$ cat config.mk
export PLATFORM = sky130hd
export DESIGN_NAME = cory_skid
export DESIGN_NICKNAME = d
export VERILOG_FILES = /design/src/rtl/cory_pkg.sv /design/src/rtl/cory_skid_ent.sv /design/src/rtl/cory_skid.sv
export SDC_FILE = /design/constraint.sdc
export NUM_CORES = 1
export LEC_CHECK = 0
export CAP_MARGIN = 20
export CELL_PAD_IN_SITES_DETAIL_PLACEMENT = 0
export CELL_PAD_IN_SITES_GLOBAL_PLACEMENT = 1
export CORE_MARGIN = 1
export CORE_UTILIZATION = 35
export DETAILED_ROUTE_END_ITERATION = 7
export GPL_TIMING_DRIVEN = 1
export PLACE_DENSITY_LB_ADDON = 0.1
export SETUP_SLACK_MARGIN = 0.4
export SLEW_MARGIN = 20
export SYNTH_ARGS = -nofsm -noshare
export SYNTH_HDL_FRONTEND = slang
export SYNTH_SLANG_ARGS = --single-unit
$ cat constraint.sdc
create_clock -name clk -period 1.7 [get_ports clk]
set_input_delay 0.34 -clock clk [delete_from_list [all_inputs] [get_ports clk]]
set_output_delay 0.34 -clock clk [all_outputs]
set_load 0.02 [all_outputs]
$ cat src/rtl/cory_pkg.sv
// Shared definitions for the cory_skid buffer: state encoding of the
// two-entry skid controller.
package cory_pkg;

  localparam int unsigned STATE_W = 2;

  typedef enum logic [STATE_W-1:0] {
    EMPTY = 2'd0,
    ONE   = 2'd1,
    FULL  = 2'd2
  } state_e;

endpackage : cory_pkg

$ cat src/rtl/cory_skid_ent.sv
// One N-bit storage entry of the skid buffer: load-enabled register with
// asynchronous active-high clear.
module cory_skid_ent #(
  parameter int unsigned N = 8
) (
  input  logic         clk,
  input  logic         reset,
  input  logic         en_i,
  input  logic [N-1:0] d_i,
  output logic [N-1:0] q_o
);

  logic [N-1:0] q_q;

  always_ff @(posedge clk or posedge reset) begin
    if (reset) begin
      q_q <= '0;
    end else if (en_i) begin
      q_q <= d_i;
    end
  end

  assign q_o = q_q;

endmodule : cory_skid_ent

$ cat src/rtl/cory_skid.sv
// Two-entry skid buffer (main + skid) with registered upstream ready.
// Optional zero-latency EMPTY bypass enabled by defining CORY_SKID_BYPASS_EN.
module cory_skid
  import cory_pkg::*;
#(
  parameter int unsigned N = 8
) (
  input  logic         clk,
  input  logic         reset,
  input  logic         i_a_v,
  input  logic [N-1:0] i_a_d,
  output logic         o_a_r,
  output logic [N-1:0] o_z_d,
  output logic         o_z_v,
  input  logic         i_z_r
);

  // A zero-width data path is meaningless; stop elaboration in simulation.
  if (N == 0) begin : g_bad_width
    $fatal(1, "cory_skid: parameter N must be at least 1");
  end

  state_e       state_q, state_d;
  logic         a_r_q;
  logic         z_v_q;
  logic         main_en, skid_en, main_from_skid;
  logic [N-1:0] main_d, main_q, skid_q;
  logic         up_xfer, dn_xfer;

  assign up_xfer = i_a_v & a_r_q;
  assign dn_xfer = o_z_v & i_z_r;

  // Next-state and entry load selection.
  always_comb begin
    state_d        = state_q;
    main_en        = 1'b0;
    skid_en        = 1'b0;
    main_from_skid = 1'b0;
    case (state_q)
      EMPTY: begin
`ifdef CORY_SKID_BYPASS_EN
        if (up_xfer && !i_z_r) begin
          main_en = 1'b1;
          state_d = ONE;
        end
`else
        if (up_xfer) begin
          main_en = 1'b1;
          state_d = ONE;
        end
`endif
      end
      ONE: begin
        if (up_xfer && dn_xfer) begin
          main_en = 1'b1;
        end else if (up_xfer) begin
          skid_en = 1'b1;
          state_d = FULL;
        end else if (dn_xfer) begin
          state_d = EMPTY;
        end
      end
      FULL: begin
        if (dn_xfer) begin
          main_en        = 1'b1;
          main_from_skid = 1'b1;
          state_d        = ONE;
        end
      end
      default: state_d = EMPTY;
    endcase
  end

  assign main_d = main_from_skid ? skid_q : i_a_d;

  always_ff @(posedge clk or posedge reset) begin
    if (reset) begin
      state_q <= EMPTY;
      a_r_q   <= 1'b1;
      z_v_q   <= 1'b0;
    end else begin
      state_q <= state_d;
      a_r_q   <= (state_d != FULL);
      z_v_q   <= (state_d != EMPTY);
    end
  end

  cory_skid_ent #(.N(N)) u_main (
    .clk   (clk),
    .reset (reset),
    .en_i  (main_en),
    .d_i   (main_d),
    .q_o   (main_q)
  );

  cory_skid_ent #(.N(N)) u_skid (
    .clk   (clk),
    .reset (reset),
    .en_i  (skid_en),
    .d_i   (i_a_d),
    .q_o   (skid_q)
  );

  assign o_a_r = a_r_q;

`ifdef CORY_SKID_BYPASS_EN
  // In EMPTY the upstream beat is presented straight to the output.
  assign o_z_v = z_v_q | ((state_q == EMPTY) & i_a_v & ~reset);
  assign o_z_d = (state_q == EMPTY) ? i_a_d : main_q;
`else
  assign o_z_v = z_v_q;
  assign o_z_d = main_q;
`endif

endmodule : cory_skid

==> metrics.txt, run 1 <==
Layout Area Growth over Synthesis 48.65%; crit path to u_main.q_o[7]$_DFFE_PP0P_; Final Setup Violations 0; power density cells 1847 mW/mm^2; Gate Count Post-Synth 60; kind of critical path reg2reg; vias in the first global route 618; final worst setup slack 124.6 ps; number of max-cap violations 0; worst-path cell chain buf_4, nand4b_1, buf_6, mux2_2, mux2_4; Flop pwr share 34.9%; Final Instance Area 0.001373 mm^2; critical path endpoint category flip-flop; CTS Hold Bufs 0; R2R Path Start o_z_v$_DFF_PP0_; share of the synthesized area in the top cell type 51.49%; required time of the worst setup path 1900 ps; Slew Limit Fails 0; share of cells above drive strength 1 60.42%; WL final 1742 um; core area 0.002477 mm^2; Clock H-tree levels 1; Worst-Margin Slew 351.1 ps; Max stage delay on crit path 440 ps; die area 0.002848 mm^2; clock group share of total power 15.3%; pre-CTS WS -297.3 ps; die width 53.37 um; Clock Root Buffer clkbuf_4; CP startpoint kind flip-flop; Comb pwr share 49.8%; Placed Area 0.001264 mm^2; total grt overflow 0; Clock Skews 3.444 ps; worst setup path start o_z_v$_DFF_PP0_; Final #Nets 109; worst vdd ir 967.1 uV; HP Class in2async; Iter 0 DRT Violations 3; row count 18; NetSw 0.7982 mW; Die Height 53.37 um; dominant cell type by area after synthesis dfrtp_1; Worst-path clk slew 120 ps; DR DRC count 0; # port buffers 21; CTS max path bufs 2; fmax 0.6348 GHz; Syn Area/Cell 15.39 um^2; WL/cell 13.83 um; Post-Syn Nets 72; CTS Buf Count 3; synthesized cell area 923.4 um^2; peak fanout along the critical path 6; reg2reg end u_main.q_o[7]$_DFFE_PP0P_; vias per cell 4.762; diode count 0; Hold Vio Cnt, Final 0; DRT antenna net count 0; vias post-DR 600; P_leak 0.6595 nW; initial antenna violation count 0; outcome finished clean; # IOs 22; TritonRoute pass-1 iters 3; FF-to-FF path depth 5; HPWL after DPL 1203 um; Tmin final 1575 ps; Sw Share 31.48%; Worst-Skew Late Latency 300 ps; top cells by area, synth dfrtp_1 (51%), mux2_2 (20%), mux2_4 (13%); FF+latch count, synth 20; global-route wire length before repair 2718 um; Tcrit/Tclk final 92.67%; RSZ-0062 raised after global routing true; Data arrival, critical path 1770 ps; CTS tree done; post-synthesis sequential area ratio 54.34%; Rel. slew slack 76.57%; reg-to-reg slack, setup 120 ps; initial core utilization 37.27%; Yosys cell types 18; P_int 1.738 mW; Tot GR Track Use 14.03%; gp weighted congestion 0.7288; Synth warnings 0; Crit-path slowest cell dfrtp_2; CTS Sinks 20; largest net degree at the start of global routing 13
[cell type report]
class	count	area, um^2
multi-input cells	37	465.4
repair buffers	34	310.3
fillers	217	1105
inverters	1	3.754
clock buffers	3	22.52
clock inverters	1	30.03
well taps	30	37.54
flip-flops and latches	20	503.0
[Yosys cell counts (all sizes together)]
library cell	count
o21ai	3
nand2b	1
xor2	1
dfstp	1
nand2	1
or3b	1
a21oi	1
o21a	1
o31ai	1
a21boi	1
inv	1
and2	1
buf	2
mux2	24
nand4b	1
dfrtp	19
[routing by layer]
metal	up-vias	track usage [%]	share of wire, %
met3	2	2.586	3.4
li1	287	-	-
met2	13	21.67	48
met5	-	0	0
met4	0	7.895	0.98
met1	298	18.12	47
[cells by family after synthesis]
logic type | count (synthesis) | synth area share, %
XOR/XNOR | 1 | 0.9487
flip-flops | 20 | 54.34
AND/OR/NAND/NOR | 5 | 3.659
buffers and inverters | 3 | 2.167
multiplexers | 24 | 32.52
AO/OA/AOI/OAI | 7 | 6.368
[power groups by stage]
stage / registers (mW) / logic (mW) / clock network, mW
3_3_place_gp: 0.890 / 1.19 / 0
3_5_place_dp: 0.890 / 1.19 / 0
6_report: 0.885 / 1.26 / 0.387
4_1_cts: 0.883 / 1.22 / 0.401
5_1_grt: 0.907 / 1.33 / 0.415
2_1_floorplan: 1.02 / 0.589 / 0
[metrics by stage]
stage | utilization, % | TNS, ps | hold WS, ps | std cells | total power [mW]
floorplan | - | 0 | 303.0 | 60 | 1.607
global placement | 51.01 | -4006 | 489.7 | 118 | 2.079
detailed placement | 51.01 | -4176 | 494.9 | 118 | 2.084
CTS | 54.14 | 0 | 291.7 | 124 | 2.508
global route | 55.40 | 0 | 304.4 | 126 | 2.657
finish | 55.40 | 0 | 285.0 | 126 | 2.536
[how the worst min path moves through the flow]
stage,startpoint,end,slack [ps],cells after the start
finish,reset,u_main.q_o[3]$_DFFE_PP0P_,290,2
global route,reset,u_main.q_o[3]$_DFFE_PP0P_,300,2
CTS,reset,u_main.q_o[3]$_DFFE_PP0P_,290,2
detailed placement,u_skid.q_o[1]$_DFFE_PP0P_,u_skid.q_o[1]$_DFFE_PP0P_,490,1
global placement,u_skid.q_o[2]$_DFFE_PP0P_,u_skid.q_o[2]$_DFFE_PP0P_,490,1
floorplan,reset,state_q[0]$_DFF_PP0_,300,1
[flip-flops by register name, indices dropped and copies added (netlist names)]
register / count
u_skid.q_o: 8
u_main.q_o: 8
o_a_r: 1
o_z_v: 1
state_q: 2
[worst max-delay path: cells and delay by family (launching register included)]
family / cells / cell delay, ps
and+or+nand+nor: 1 / 140
muxes: 2 / 580
DFF: 1 / 440
buffers and inverters: 2 / 300
[repair_timing]
action	CTS	global route
setup buffers	2	2
setup endpoints to repair	28	22
gates resized for setup	45	16
pin swaps	1	2
[layout by cell type, fill, tap and decap left out, drive strengths merged]
master,synthesis,routed
mux2,24,24
nand2,1,1
o21ai,3,3
a21oi,1,1
dlygate4sd2,0,1
clkbuf,0,3
and2,1,1
a21boi,1,1
clkdlybuf4s50,0,10
dfrtp,19,19
o31ai,1,1
nand2b,1,1
bufinv,0,1
nand4b,1,1
dfstp,1,1
o21a,1,1
buf,2,23
inv,1,1
xor2,1,1
or3b,1,1
Note: power is estimated with default switching activity, not from simulation.
==> run 2, diff against run 1 <==
--- a/config.mk
+++ b/config.mk
@@ -9,7 +9,7 @@
 export CELL_PAD_IN_SITES_DETAIL_PLACEMENT = 0
 export CELL_PAD_IN_SITES_GLOBAL_PLACEMENT = 1
 export CORE_MARGIN = 1
-export CORE_UTILIZATION = 35
+export CORE_UTILIZATION = 39
 export DETAILED_ROUTE_END_ITERATION = 7
 export GPL_TIMING_DRIVEN = 1
 export PLACE_DENSITY_LB_ADDON = 0.1
==> constraint.sdc (replaced) <==
create_clock -name clk -period 1.65 [get_ports clk]
set_input_delay 0.33 -clock clk [delete_from_list [all_inputs] [get_ports clk]]
set_output_delay 0.33 -clock clk [all_outputs]
set_load 0.02 [all_outputs]
==> run 2 against run 1 <==
Net effect:
- non-clock buffer count is the same
- critical path type is now in2reg
- sequential share of layout area rose by 1.7 points
- flip-flop and latch count unchanged
- via count fell by 0.17%
- clock power shrank 39%
- routed wire length increased by 1.1%
- final cell count is 1.6% lower
- first-iteration DRC count rose by 100%
- register-to-register slack worse by 40 ps
- combinational power barely moved
- core utilization grew 4.1 points
==> metrics.txt, run 2 (synthesized netlist as in run 1, its figures left out) <==
outcome finished clean; Final #Nets 109 (unchanged); Clock Root Buffer clkbuf_4; met2 usage 22.67% (+1.0 points); kind of critical path in2reg; row count 17 (-1); Tmin final 1568 ps; clock group share of total power 9.8% (-5.5 points); Iter 0 DRT Violations 6 (+3); Worst-Skew Late Latency 300 ps (about the same); CTS max path bufs 2 (unchanged); required time of the worst setup path 1840 ps (-60 ps); vias post-DR 599 (-0.17%); diode count 0 (unchanged); gp weighted congestion 0.6899 (-5.3%); critical path endpoint category flip-flop; Post-Route Utilization 59.50% (+4.1 points); Clock Skews 7.612 ps (+4.168 ps); CTS tree done; total grt overflow 0 (unchanged); DP Cell Count 116 (-1.7%); NetSw 0.8048 mW (+0.84%); # port buffers 21 (unchanged); number of max-cap violations 0 (unchanged); share of cells above drive strength 1 59.38% (-1.0 points); largest net degree at the start of global routing 12 (-1); WL final 1761 um (+1.1%); vias per cell 4.831 (+1.4%); Rel. slew slack 74.32% (-2.2 points); CTS Buf Count 3 (unchanged); met3 usage 3.030% (+0.44 points); initial core utilization 41.74% (+4.5 points); Layout Area Growth over Synthesis 42.55%; Tcrit/Tclk final 95.04%; power density cells 1841 mW/mm^2 (-0.36%); core area 0.002212 mm^2 (-11%); Sw Share 33.22% (+1.7 points); TNS Setup 0 ps (unchanged); Worst-Margin Slew 384.7 ps (+33.59 ps); peak fanout along the critical path 5 (-1); layer with the highest usage met1; initial antenna violation count 0 (unchanged); Flop pwr share 37.6% (+2.7 points); Max stage delay on crit path 520 ps (+80 ps); Crit-path slowest cell clkdlybuf4s50_1; P_leak 0.6218 nW (-5.7%); pre-CTS WS -303.7 ps (-6.378 ps); final worst setup slack 81.88 ps (-42.75 ps); fmax 0.6377 GHz; worst vdd ir 1244 uV (+29%); DRT antenna net count 0 (unchanged); HPWL after DPL 1255 um (+4.3%); HP Class in2async; Comb pwr share 52.6% (+2.8 points); DR DRC count 0 (unchanged); Final Setup Violations 0 (unchanged); Hold Vio Cnt, Final 0 (unchanged); Die Height 50.66 um (-5.1%); commonest non-fill, non-tap cell in the layout dfrtp_1; Tot GR Track Use 16.39% (+2.4 points); global-route wire length before repair 2911 um (+7.1%); vias in the first global route 556 (-10%); die area 0.002566 mm^2 (-9.9%); CTS Sinks 20 (unchanged); most frequent cells in the layout dfrtp_1 (17), mux2_4 (16), clkdlybuf4s50_1 (10); # IOs 22 (unchanged); worst-path cell chain clkdlybuf4s50_1, nand2_4, or3b_4, buf_6, mux2_4; Clock H-tree levels 1 (unchanged); Non-Filler Instances 124 (-1.6%); Final Instance Area 0.001316 mm^2 (-4.1%); TritonRoute pass-1 iters 3 (unchanged); Slew Limit Fails 0 (unchanged); Data arrival, critical path 1750 ps (-20 ps); CP startpoint kind primary input; Placed Area 0.001249 mm^2 (-1.2%); P_int 1.618 mW (-6.9%); WL/cell 14.20 um (+2.7%); die width 50.66 um (-5.1%); Worst-path clk slew 110 ps (about the same); grt met1 use 23.55% (+5.4 points); RSZ-0062 raised after global routing true
-- run 2: per-layer routing --
metal / up-vias / share of wire (%)
li1: 286 / -
met1: 297 / 48
met2: 14 / 47
met3: 2 / 3.7
met4: 0 / 0.97
met5: - / 0
-- run 2: cell type report --
| type | count | area [um^2] |
|---|---|---|
| inverters | 1 | 3.754 |
| multi-input cells | 37 | 454.2 |
| well taps | 28 | 35.03 |
| repair buffers | 34 | 292.8 |
| clock buffers | 4 | 26.28 |
| fillers | 195 | 895.9 |
| flip-flops and latches | 20 | 504.2 |
-- run 2: power groups by stage --
stage / clock network, mW / registers, mW / logic, mW
2_1_floorplan: 0 / 1.05 / 0.607
3_3_place_gp: 0 / 0.920 / 1.19
3_5_place_dp: 0 / 0.923 / 1.20
4_1_cts: 0.252 / 0.907 / 1.27
5_1_grt: 0.285 / 0.943 / 1.35
6_report: 0.237 / 0.912 / 1.27
-- run 2: final timing paths --
check                                               start                         to  slack, ps  cells past startpoint
worst min register to register  u_main.q_o[3]$_DFFE_PP0P_  u_main.q_o[3]$_DFFE_PP0P_        510                      1
worst min-delay path                                reset  u_main.q_o[5]$_DFFE_PP0P_        300                      2
max in group asynchronous                           reset  u_main.q_o[4]$_DFFE_PP0P_        860                      3
min in group clk                u_main.q_o[3]$_DFFE_PP0P_  u_main.q_o[3]$_DFFE_PP0P_        510                      1
worst max-delay path                                i_a_v  u_skid.q_o[6]$_DFFE_PP0P_         80                      5
worst max register to register            o_a_r$_DFF_PP1_  u_skid.q_o[6]$_DFFE_PP0P_         80                      4
-- run 2: what timing repair did --
| item | 4_1_cts | 5_1_grt |
|---|---|---|
| gates resized for setup | 52 | 4 |
| pin swaps | 1 | 1 |
| buffers inserted | 4 | 0 |
| hold buffers | 0 | 0 |
| cloned | 0 | 0 |
| endpoints found under the setup margin | 30 | 20 |
-- run 2: per-stage QoR --
| stage | hold WS, ps | total power, mW |
|---|---|---|
| 3_3_place_gp | 490.4 | 2.109 |
| 6_report | 297.0 | 2.423 |
| 4_1_cts | 296.5 | 2.425 |
| 3_5_place_dp | 491.6 | 2.126 |
| 2_1_floorplan | 293.0 | 1.656 |
| 5_1_grt | 312.5 | 2.578 |
-- run 2: worst max-delay path, delay by kind of cell --
kind / cells / cell delay (ps)
mux: 1 / 290
simple gates: 2 / 460
buf+inv: 2 / 670
==> run 3, diff against run 2 <==
--- a/config.mk
+++ b/config.mk
@@ -12,6 +12,7 @@
 export CORE_UTILIZATION = 39
 export DETAILED_ROUTE_END_ITERATION = 7
 export GPL_TIMING_DRIVEN = 1
+export HOLD_SLACK_MARGIN = 0.08
 export PLACE_DENSITY_LB_ADDON = 0.1
 export SETUP_SLACK_MARGIN = 0.4
 export SLEW_MARGIN = 20
==> results of run 3 <==
Same layout as run 2: the final DEF is identical, and so are final timing and power.
